## src/rtl/hazard_ctrl_unit.sv

```systemverilog
// Hazard/flush controller for the 5-stage RISC-V pipeline: load-use stalls, redirect flushes,
// E-stage forwarding select, post-reset bubble fill and saturating stall/flush counters.
module hazard_ctrl_unit #(
  parameter int STARTUP_CYC = 2,
  parameter int CNT_W       = 16
) (
  input  logic             clk,
  input  logic             rst,
  input  logic [4:0]       rs1_d,
  input  logic [4:0]       rs2_d,
  input  logic [4:0]       rs1_e,
  input  logic [4:0]       rs2_e,
  input  logic [4:0]       rd_e,
  input  logic [4:0]       rd_m,
  input  logic [4:0]       rd_w,
  input  logic [1:0]       result_src_e,
  input  logic             reg_write_m,
  input  logic             reg_write_w,
  input  logic             pc_src_e,
  input  logic             mem_busy,
  input  logic             cnt_clr,
  output logic             stall_f,
  output logic             stall_d,
  output logic             stall_e,
  output logic             stall_m,
  output logic             stall_w,
  output logic             flush_d,
  output logic             flush_e,
  output logic [1:0]       forward_a_e,
  output logic [1:0]       forward_b_e,
  output logic [CNT_W-1:0] stall_count,
  output logic [CNT_W-1:0] flush_count,
  output logic             o_dbg_state
);

  // Handshake: none; every input is sampled combinationally each cycle and the
  // pipeline registers obey stall/flush in the same cycle they are asserted.

  typedef enum logic {S_INIT = 1'b0, S_RUN = 1'b1} state_t;

  localparam logic [3:0]       INIT_LAST = 4'(STARTUP_CYC - 1);
  localparam logic [CNT_W-1:0] CNT_ONE   = {{(CNT_W-1){1'b0}}, 1'b1};

  state_t           r_state, w_state_nxt;
  logic [3:0]       r_init_cnt, w_init_cnt_nxt;
  logic [CNT_W-1:0] r_stall_count, r_flush_count;
  logic             w_lwstall, w_run, w_stall_inc, w_flush_inc;

  assign w_lwstall = (result_src_e == 2'b01) && (rd_e != 5'd0) &&
                     ((rd_e == rs1_d) || (rd_e == rs2_d));
  assign w_run     = (r_state == S_RUN);

  always_ff @(posedge clk or negedge rst) begin
    if (!rst) begin
      r_state    <= S_INIT;
      r_init_cnt <= 4'd0;
    end else begin
      r_state    <= w_state_nxt;
      r_init_cnt <= w_init_cnt_nxt;
    end
  end

  // INIT counts regardless of mem_busy; RUN is terminal until reset.
  always_comb begin
    w_state_nxt    = r_state;
    w_init_cnt_nxt = r_init_cnt;
    if (r_state == S_INIT) begin
      w_init_cnt_nxt = r_init_cnt + 4'd1;
      if (r_init_cnt == INIT_LAST) w_state_nxt = S_RUN;
    end
  end

  always_comb begin
    stall_f = mem_busy | w_lwstall;
    stall_d = mem_busy | w_lwstall;
    stall_e = mem_busy;
    stall_m = mem_busy;
    stall_w = mem_busy;
    flush_d = 1'b1;
    flush_e = 1'b1;
    if (w_run) begin
      flush_d = !mem_busy && pc_src_e;
      flush_e = !mem_busy && (w_lwstall || pc_src_e);
    end
  end

  // M-stage result is newer than W, so it wins; x0 is never forwarded.
  always_comb begin
    forward_a_e = 2'b00;
    forward_b_e = 2'b00;
    if (reg_write_m && rd_m != 5'd0 && rd_m == rs1_e)      forward_a_e = 2'b10;
    else if (reg_write_w && rd_w != 5'd0 && rd_w == rs1_e) forward_a_e = 2'b01;
    if (reg_write_m && rd_m != 5'd0 && rd_m == rs2_e)      forward_b_e = 2'b10;
    else if (reg_write_w && rd_w != 5'd0 && rd_w == rs2_e) forward_b_e = 2'b01;
  end

  assign w_stall_inc = w_run && stall_f;
  assign w_flush_inc = w_run && pc_src_e && !mem_busy;

  always_ff @(posedge clk or negedge rst) begin
    if (!rst) begin
      r_stall_count <= '0;
      r_flush_count <= '0;
    end else if (cnt_clr) begin
      r_stall_count <= '0;
      r_flush_count <= '0;
    end else begin
      if (w_stall_inc && r_stall_count != '1) r_stall_count <= r_stall_count + CNT_ONE;
      if (w_flush_inc && r_flush_count != '1) r_flush_count <= r_flush_count + CNT_ONE;
    end
  end

  assign stall_count = r_stall_count;
  assign flush_count = r_flush_count;
  assign o_dbg_state = r_state;

endmodule

```

## config.mk

```make
export PLATFORM = sky130hd
export DESIGN_NAME = hazard_ctrl_unit
export DESIGN_NICKNAME = d
export VERILOG_FILES = /design/src/rtl/hazard_ctrl_unit.sv
export SDC_FILE = /design/constraint.sdc
export NUM_CORES = 1
export LEC_CHECK = 0
export BUFFER_PORTS_ARGS = -buffer_cell sky130_fd_sc_hd__buf_4
export CAP_MARGIN = 40
export CORE_AREA = 2 2 72 74
export DETAILED_ROUTE_END_ITERATION = 10
export DIE_AREA = 0 0 74 76
export HOLD_SLACK_MARGIN = 0.06
export PLACE_DENSITY = 0.83
export SKIP_CTS_REPAIR_TIMING = 1
export SKIP_LAST_GASP = 1
export SLEW_MARGIN = 20
export SYNTH_ARGS = -nofsm -noshare
export SYNTH_HDL_FRONTEND = slang
export SYNTH_SLANG_ARGS = --single-unit
export TNS_END_PERCENT = 30
```

## constraint.sdc

```tcl
create_clock -name clk -period 3.1 [get_ports clk]
set_input_delay 0.62 -clock clk [delete_from_list [all_inputs] [get_ports clk]]
set_output_delay 0.62 -clock clk [all_outputs]
set_load 0.05 [all_outputs]
```

==> results of run 1 <==
==> routing by layer <==
layer,wire (um),up-vias
met5,0,-
met4,71,0
met3,425,8
met2,3089,96
met1,2521,1143
li1,-,1134
==> Yosys cell counts (4+ instances only) <==
library cell | n | area share (%)
or3_1 | 4 | 1.0
or4_1 | 15 | 4.5
nor3_1 | 4 | 0.80
clkbuf_1 | 6 | 0.90
nand4_1 | 5 | 1.2
o31ai_1 | 11 | 3.3
nor2_1 | 21 | 3.1
dfrtp_1 | 37 | 37
inv_1 | 7 | 1.0
xnor2_1 | 32 | 11
a21oi_1 | 16 | 3.2
nor4_1 | 5 | 1.2
xor2_1 | 14 | 4.9
nand3_1 | 15 | 3.0
o21ai_0 | 6 | 1.2
buf_4 | 5 | 1.5
nand2_1 | 16 | 2.4
ha_1 | 4 | 2.0
==> area by class of cell <==
cell class	instances	area (um^2)
Clock buffer	7	96.34
Fill cell	424	1598
Sequential cell	37	925.9
Clock inverter	1	5.005
Inverter	7	26.28
Multi-Input combinational cell	209	1505
Timing Repair Buffer	88	668.1
Tap cell	70	87.58
==> cell usage in the layout, fill, tap and decap left out, types with 3 or more instances in the layout <==
master,instances
inv_1,7
nor2_1,21
dfrtp_1,37
xor2_1,14
nor4_2,6
nor3_1,4
buf_4,87
a21oi_1,16
ha_1,4
xnor2_1,32
or3_1,4
nand4_1,5
or4_1,15
clkbuf_8,7
nand3_1,15
o21ai_0,6
o31ai_1,11
nor2b_1,3
nand2_1,16
a211oi_1,3
==> cell families (layout without fill, tap and decap cells) <==
group / count (synthesis) / count (layout)
and+or+nand+nor: 107 / 107
AOI/OAI and AO/OA: 48 / 48
xor gates and xnor gates: 46 / 46
DFF: 37 / 37
buffers and inverters: 21 / 103
adders and majority gates: 4 / 4
muxes: 4 / 4
==> stage by stage <==
stage	cells	cell area (um^2)
2_1_floorplan	267	2539
3_3_place_gp	410	3198
3_5_place_dp	410	3198
4_1_cts	418	3299
5_1_grt	419	3314
6_report	419	3314
==> worst paths after layout <==
kind	startpoint	slack, ns	depth (start not counted)	end
max	rd_m[1]	0.34	6	forward_b_e[0]
min	rst	0.28	1	stall_count[1]
max reg2reg	flush_count[7]	0.99	5	flush_count[10]
min reg2reg	r_init_cnt[3]	0.48	1	r_init_cnt[3]
max in group asynchronous	rst	2.49	1	flush_count[12]
min in group clk	r_init_cnt[3]	0.48	1	r_init_cnt[3]
==> registers in the layout, summed over array words and instances, names as in the netlist <==
| signal | cells |
|---|---|
| r_init_cnt | 4 |
| stall_count | 16 |
| flush_count | 16 |
| o_dbg_state | 1 |
==> power groups by stage <==
stage / clock network (mW) / registers [mW] / logic [mW]
2_1_floorplan: 0 / 0.512 / 0.103
3_3_place_gp: 0 / 0.500 / 0.200
3_5_place_dp: 0 / 0.500 / 0.204
4_1_cts: 0.377 / 0.491 / 0.204
5_1_grt: 0.400 / 0.491 / 0.222
6_report: 0.370 / 0.491 / 0.206
==> run_results.csv, run 1 <==
group,metric,value,unit
synthesis,synth_cell_types,47,
clocking,clk_latency,0.29,ns
global_route,grt_pass1_vias,2355,
floorplan,die_h,76,um
setup_path,slowest_stage,"or4_1",
setup_path,crit_fanout,3,
sta,slew_headroom,60.10,%
pwr,p_int,773.5,uW
sta,setup_ws,0.3423,ns
clocking,cts_buffers,5,
synthesis,synth-async-reset-ratio,100.0,%
pwr,pwr-share-clk,34.7,%
clocking,cts-htree-levels,2,
detailed_routing,wl,6108,um
detailed_routing,ant_nets,0,
global_route,grt_pass1_wl,10400,um
sta,fin_hold_ws,0.2762,ns
clocking,cts_root_buf,"clkbuf_8",
global_route,use_met3,4.365,%
detailed_routing,dr.pass1.iters,4,
layout,fin_nets,396,
synthesis,synth.area.mux_share,1.898,%
synthesis,yosys.area_share.simple,25.82,%
floorplan,die_area,5624,um^2
floorplan,core-area,4912,um^2
detailed_routing,drtIter0Drc,160,
synthesis,synth_adder_area_share,1.998,%
synthesis,ys_warn_count,0,
setup_path,crit_chain,"buf_4, or4_1, o21ai_0, nor4_2, nor4_2, buf_4",
setup_path,cp-start-kind,"input pin",
pwr,swShare,27.53,%
sta,fin_setup_tns,0,ns
detailed_routing,avgViaCountPerCell,5.683,
flow_run,max_cap_violations,0,
detailed_routing,post_drt_wl_per_cell,14.58,um
clocking,cts.clk_slew.worst_paths,0.07,ns
setup_path,required,2.48,ns
detailed_routing,drcViolationCount,0,
synthesis,synth.avg_cell_area,9.382,um^2
place,dp_hpwl,4649,um
layout,fin_util,67.47,%
place,gpl.final_weighted_congestion,0.8561,
layout,syn2layout_area_growth,32.32,%
setup_path,cp_num_buf_inv,2,
worst_hold_path,hold_path.class,"input pin to asynchronous set/reset pin",
clocking,clock_path_buffers,2,
pwr,p_seq_share,46.0,%
global_route,grt_antenna_before_repair,0,
pwr,powerDensity,322.0,nW/um^2
clocking,cts_tree,"done",
synthesis,synth_compound_area_share,12.94,%
pwr,p_leak,1.385,nW
place,numPortBuffers,87,
setup_path,slowest_delay,0.51,ns
global_route,met1_usage,29.50,%
sta,finalSetupViolCount,0,
pwr,combPwrFrac,19.3,%
synthesis,yosysSeqAreaShare,36.96,%
synthesis,synth_top_family_by_area,"simple AND/OR/NAND/NOR gates",
sta,rsz0062_at_grt,"no",
synthesis,synth_edf_count,0,
run_status,status,"finished, final reports clean",
synthesis,synth-main-ff-cell,"dfrtp_1",
floorplan,fp.dieW,74,um
floorplan,rows,26,
detailed_routing,vias,2381,
sta,finalCriticalPeriod,2.758,ns
pwr,vdd_drop_max,0.0002658,V
global_route,grt_max_degree,38,
setup_path,endpoint_kind,"output pin",
clocking,clkSinkCount,37,
setup_path,critPathArrivalTime,2.14,ns
layout,diodes,0,
floorplan,ioPinCount,88,
synthesis,postSynthCellCount,267,
sta,finalHoldViolCount,0,
setup_path,crit_type,"input pin to output pin",
synthesis,syn_nets,315,
layout,drive_gt1_share,32.38,%
sta,min_period_over_period,88.96,%
global_route,top_usage_layer,"met2",
pwr,p_sw,293.9,uW
synthesis,synthesis.area,2505,um^2
place,pre_cts_ws,0.3440,ns
floorplan,start_util,50.99,%
pwr,power.total,1.067,mW
sta,worstMarginPinSlew,0.5935,ns
sta,fin_skew,0.005176,ns
global_route,met2_usage,38.75,%
sta,drv_slew,0,
global_route,overflow,0,
synthesis,synth_xor_area_share,16.08,%
synthesis,synth-seq-cells,37,
setup_path,crit_family,"simple AND/OR/NAND/NOR gates",
global_route,grt.total_usage,22.82,%
sta,fmax,362.6,MHz
Power figures use the tool's default switching activity.
==> inputs of run 2 (changes only) <==
PLACE_DENSITY = 0.86   (was 0.83)
==> run_results.csv, run 2 (synthesis gave the netlist of run 1 again) <==
group,metric,value,unit
run_status,status,"finished, final reports clean",
sta,slew_headroom,60.40,%
clocking,clkSinkCount,37,
place,gpl.final_weighted_congestion,0.8912,
detailed_routing,ant_nets,0,
detailed_routing,wl_met2,3235,um
place,numPortBuffers,87,
sta,finalSetupViolCount,0,
sta,fmax,370.3,MHz
pwr,powerDensity,308.2,nW/um^2
setup_path,cp-start-kind,"input pin",
floorplan,ioPinCount,88,
detailed_routing,topRoutingLayerUsed,"met4",
layout,drive_gt1_share,32.18,%
detailed_routing,routed-wl-met3,303,um
global_route,grt_max_degree,38,
layout,fin_util,66.99,%
setup_path,endpoint_kind,"output pin",
layout,layout_common_cells,"88 x buf_4, 37 x dfrtp_1, 32 x xnor2_1",
detailed_routing,drtIter0Drc,100,
flow_run,max_cap_violations,0,
global_route,grt_pass1_wl,10250,um
floorplan,start_util,50.99,%
detailed_routing,wl_met1,2694,um
setup_path,crit_fanout,3,
place,placed_cell_area,3206,um^2
layout,final_area,3291,um^2
floorplan,die_h,76,um
floorplan,fp.dieW,74,um
place,pre_cts_ws,0.3912,ns
detailed_routing,avgViaCountPerCell,5.584,
sta,finalHoldViolCount,0,
layout,syn2layout_area_growth,31.37,%
global_route,grt.total_usage,22.78,%
global_route,overflow,0,
clocking,cts.clk_slew.worst_paths,0.07,ns
clocking,clock_path_buffers,2,
sta,min_period_over_period,87.11,%
floorplan,die_area,5624,um^2
setup_path,crit_type,"input pin to output pin",
setup_path,critPathArrivalTime,2.08,ns
sta,rsz0062_at_grt,"no",
sta,worstMarginPinSlew,0.5918,ns
detailed_routing,post_drt_wl_per_cell,15.09,um
clocking,clk_latency,0.29,ns
detailed_routing,drcViolationCount,0,
floorplan,rows,26,
detailed_routing,wl,6306,um
clocking,cts_tree,"done",
sta,drv_slew,0,
global_route,grt_pass1_vias,2270,
sta,fin_setup_tns,0,ns
pwr,vdd_drop_max,0.0003118,V
detailed_routing,dr.pass1.iters,4,
floorplan,core-area,4912,um^2
detailed_routing,vias,2334,
sta,setup_ws,0.3994,ns
setup_path,required,2.48,ns
sta,finalCriticalPeriod,2.701,ns
worst_hold_path,hold_path.class,"input pin to asynchronous set/reset pin",
sta,fin_hold_ws,0.2747,ns
place,dp_hpwl,4720,um
clocking,cts_buffers,5,
layout,fin_nets,397,
layout,final_common_cell,"buf_4",
layout,fillers,395,
sta,fin_skew,0.006999,ns
pwr,p_leak,1.375,nW
clocking,cts_root_buf,"clkbuf_8",
clocking,cts-htree-levels,2,
layout,diodes,0,
global_route,grt_antenna_before_repair,0,
-- run 2: cell count changes in the layout (fill, tap and decap cells not counted) --
| cell | change |
|---|---|
| buf_4 | +1 |
| buf_6 | +1 |
| buf_8 | -1 |
| clkbuf_8 | -2 |
-- run 2: path summary, 6_finish.rpt --
kind,from,end,slack (ns),cells past startpoint
max,rd_m[1],forward_b_e[0],0.40,6
min,rst,flush_count[2],0.27,1
max reg2reg,flush_count[0],flush_count[10],1.00,6
min reg2reg,r_init_cnt[3],r_init_cnt[3],0.48,1
max in group asynchronous,rst,stall_count[9],2.48,1
min in group clk,r_init_cnt[3],r_init_cnt[3],0.48,1
-- run 2: report_power, final --
part | total (mW) | switching (mW) | internal (mW)
logic | 0.206 | 0.120 | 0.0859
clock network | 0.317 | 0.169 | 0.148
registers | 0.491 | 0.00529 | 0.486
total | 1.01 | 0.294 | 0.720
-- run 2: metrics by stage --
step / total power, mW / std cells
floorplan: 0.6155 / 267
global placement: 0.6986 / 411
detailed placement: 0.7049 / 411
CTS: 1.018 / 417
global route: 1.056 / 418
finish: 1.014 / 418
-- run 2: routing by layer --
| layer | global-route usage, % | vias to the layer above |
|---|---|---|
| met5 | 0 | - |
| met4 | 8.000 | 0 |
| met3 | 4.630 | 9 |
| met2 | 38.04 | 66 |
| met1 | 28.74 | 1122 |
| li1 | - | 1137 |
-- run 2: layout make-up --
| class | count | area, um^2 | share of cell area, % |
|---|---|---|---|
| Clock buffer | 5 | 68.82 | 2.091 |
| Clock inverter | 1 | 5.005 | 0.1521 |
| Inverter | 7 | 26.28 | 0.7985 |
| Multi-Input combinational cell | 209 | 1505 | 45.74 |
| Sequential cell | 37 | 925.9 | 28.14 |
| Tap cell | 70 | 87.58 | 2.662 |
| Timing Repair Buffer | 89 | 671.9 | 20.42 |
-- run 2: worst max-delay path, stage by stage --
cell     delay, ns
buf_4         0.12
or4_1         0.50
o21ai_0       0.32
nor4_2        0.12
nor4_2        0.16
buf_4         0.24
==> inputs of run 3 (changes only) <==
CORE_AREA = 5 5 75 77   (was 2 2 72 74)
DIE_AREA = 0 0 80 82   (was 0 0 74 76)
==> run_results.csv, run 3 (synthesis gave the netlist of run 1 again) <==
group,metric,value,unit
layout,diodes,0,
clocking,clock_path_buffers,2,
detailed_routing,dr.pass1.iters,4,
setup_path,slowest_delay,0.50,ns
setup_path,critPathArrivalTime,2.08,ns
flow_run,max_cap_violations,0,
sta,drv_slew,0,
setup_path,crit_chain,"buf_4, or4_1, o21ai_0, nor4_2, nor4_2, buf_4",
global_route,grt_pass1_vias,2275,
detailed_routing,drtIter0Drc,154,
pwr,p_sw,290.3,uW
sta,worstMarginPinSlew,0.5792,ns
place,dp_hpwl,4794,um
setup_path,crit_type,"input pin to output pin",
run_status,status,"finished, final reports clean",
floorplan,rows,26,
sta,rsz0062_at_grt,"no",
global_route,overflow,0,
layout,fin_nets,396,
clocking,cts_tree,"done",
pwr,p_int,748.3,uW
pwr,swShare,27.95,%
global_route,grt_pass1_wl,10600,um
global_route,grt_max_degree,38,
pwr,p_seq_share,47.3,%
setup_path,crit_fanout,3,
setup_path,slowest_stage,"or4_1",
clocking,cts.clk_slew.worst_paths,0.07,ns
clocking,cts_buffers,5,
clocking,clk_latency,0.28,ns
floorplan,die_h,82,um
layout,layout_common_cells,"87 x buf_4, 37 x dfrtp_1, 32 x xnor2_1",
setup_path,required,2.48,ns
pwr,combPwrFrac,19.7,%
sta,fin_skew,0.006368,ns
sta,fmax,371.0,MHz
sta,fin_hold_ws,0.2886,ns
sta,finalSetupViolCount,0,
detailed_routing,ant_nets,0,
pwr,p_leak,1.374,nW
layout,final_common_cell,"buf_4",
floorplan,core-area,4945,um^2
setup_path,cp_num_buf_inv,2,
setup_path,crit_family,"simple AND/OR/NAND/NOR gates",
pwr,power.total,1.039,mW
setup_path,endpoint_kind,"output pin",
global_route,grt_antenna_before_repair,0,
detailed_routing,drcViolationCount,0,
pwr,pwr-share-clk,33.1,%
pwr,vdd_drop_max,0.0002143,V
floorplan,start_util,50.66,%
detailed_routing,vias,2342,
global_route,grt.total_usage,20.00,%
detailed_routing,avgViaCountPerCell,5.603,
sta,finalCriticalPeriod,2.696,ns
worst_hold_path,hold_path.class,"input pin to asynchronous set/reset pin",
setup_path,cp-start-kind,"input pin",
layout,syn2layout_area_growth,31.57,%
clocking,clkSinkCount,37,
floorplan,die_area,6560,um^2
clocking,cts_root_buf,"clkbuf_8",
layout,drive_gt1_share,31.90,%
place,numPortBuffers,87,
floorplan,ioPinCount,88,
detailed_routing,post_drt_wl_per_cell,15.37,um
detailed_routing,wl,6425,um
sta,finalHoldViolCount,0,
place,gpl.final_weighted_congestion,0.8313,
sta,min_period_over_period,86.96,%
clocking,cts-htree-levels,2,
floorplan,fp.dieW,80,um
sta,slew_headroom,61.07,%
pwr,powerDensity,315.1,nW/um^2
==> run 3: cell count changes in the layout (fill, tap and decap cells not counted), sizes merged <==
cell and change:
clkbuf +2, buf -1, clkinv -1
==> run 3: final timing paths <==
kind	startpoint	to	slack, ns	cells past startpoint
max	rd_m[1]	forward_b_e[0]	0.40	6
min	rst	flush_count[2]	0.29	1
max reg2reg	flush_count[7]	flush_count[10]	0.96	5
min reg2reg	r_init_cnt[3]	r_init_cnt[3]	0.49	1
max in group asynchronous	rst	stall_count[6]	2.48	1
min in group clk	r_init_cnt[3]	r_init_cnt[3]	0.49	1
==> run 3: cell type report <==
| type | count | area, um^2 |
|---|---|---|
| Clock buffer | 7 | 86.33 |
| Fill cell | 422 | 1649 |
| Inverter | 7 | 26.28 |
| Multi-Input combinational cell | 209 | 1505 |
| Sequential cell | 37 | 925.9 |
| Tap cell | 70 | 87.58 |
| Timing Repair Buffer | 88 | 664.4 |
==> run 3: worst register-to-register path, stage by stage, from the launching register on <==
cell,delay [ns]
dfrtp_1,0.46
nand4_1,0.27
nor3_2,0.57
a21oi_1,0.25
nand3_1,0.15
mux2_1,0.32
==> run 3: power groups by stage <==
stage / logic (mW) / clock network [mW] / registers [mW]
finish: 0.204 / 0.343 / 0.491
detailed placement: 0.203 / 0 / 0.500
global placement: 0.199 / 0 / 0.500
floorplan: 0.103 / 0 / 0.512
global route: 0.220 / 0.374 / 0.492
CTS: 0.204 / 0.352 / 0.491
==> run 3: metrics by stage <==
stage          instances  setup slack [ns]  instance area [um^2]  util (%)  setup TNS (ns)
2_1_floorplan        267          -0.04178                  2539         -        -0.04178
3_3_place_gp         410            0.4133                  3198     64.68               0
3_5_place_dp         410            0.3993                  3198     64.68               0
4_1_cts              417            0.3991                  3284     66.42               0
5_1_grt              418            0.3032                  3296     66.65               0
6_report             418            0.4043                  3296     66.65               0
==> run 3: per-layer routing <==
metal / vias up / global-route usage (%) / wire length (um)
met4: 0 / 3.547 / 0
li1: 1137 / - / -
met5: - / 0 / 0
met1: 1131 / 25.73 / 2795
met2: 74 / 35.02 / 3247
met3: 0 / 4.167 / 381
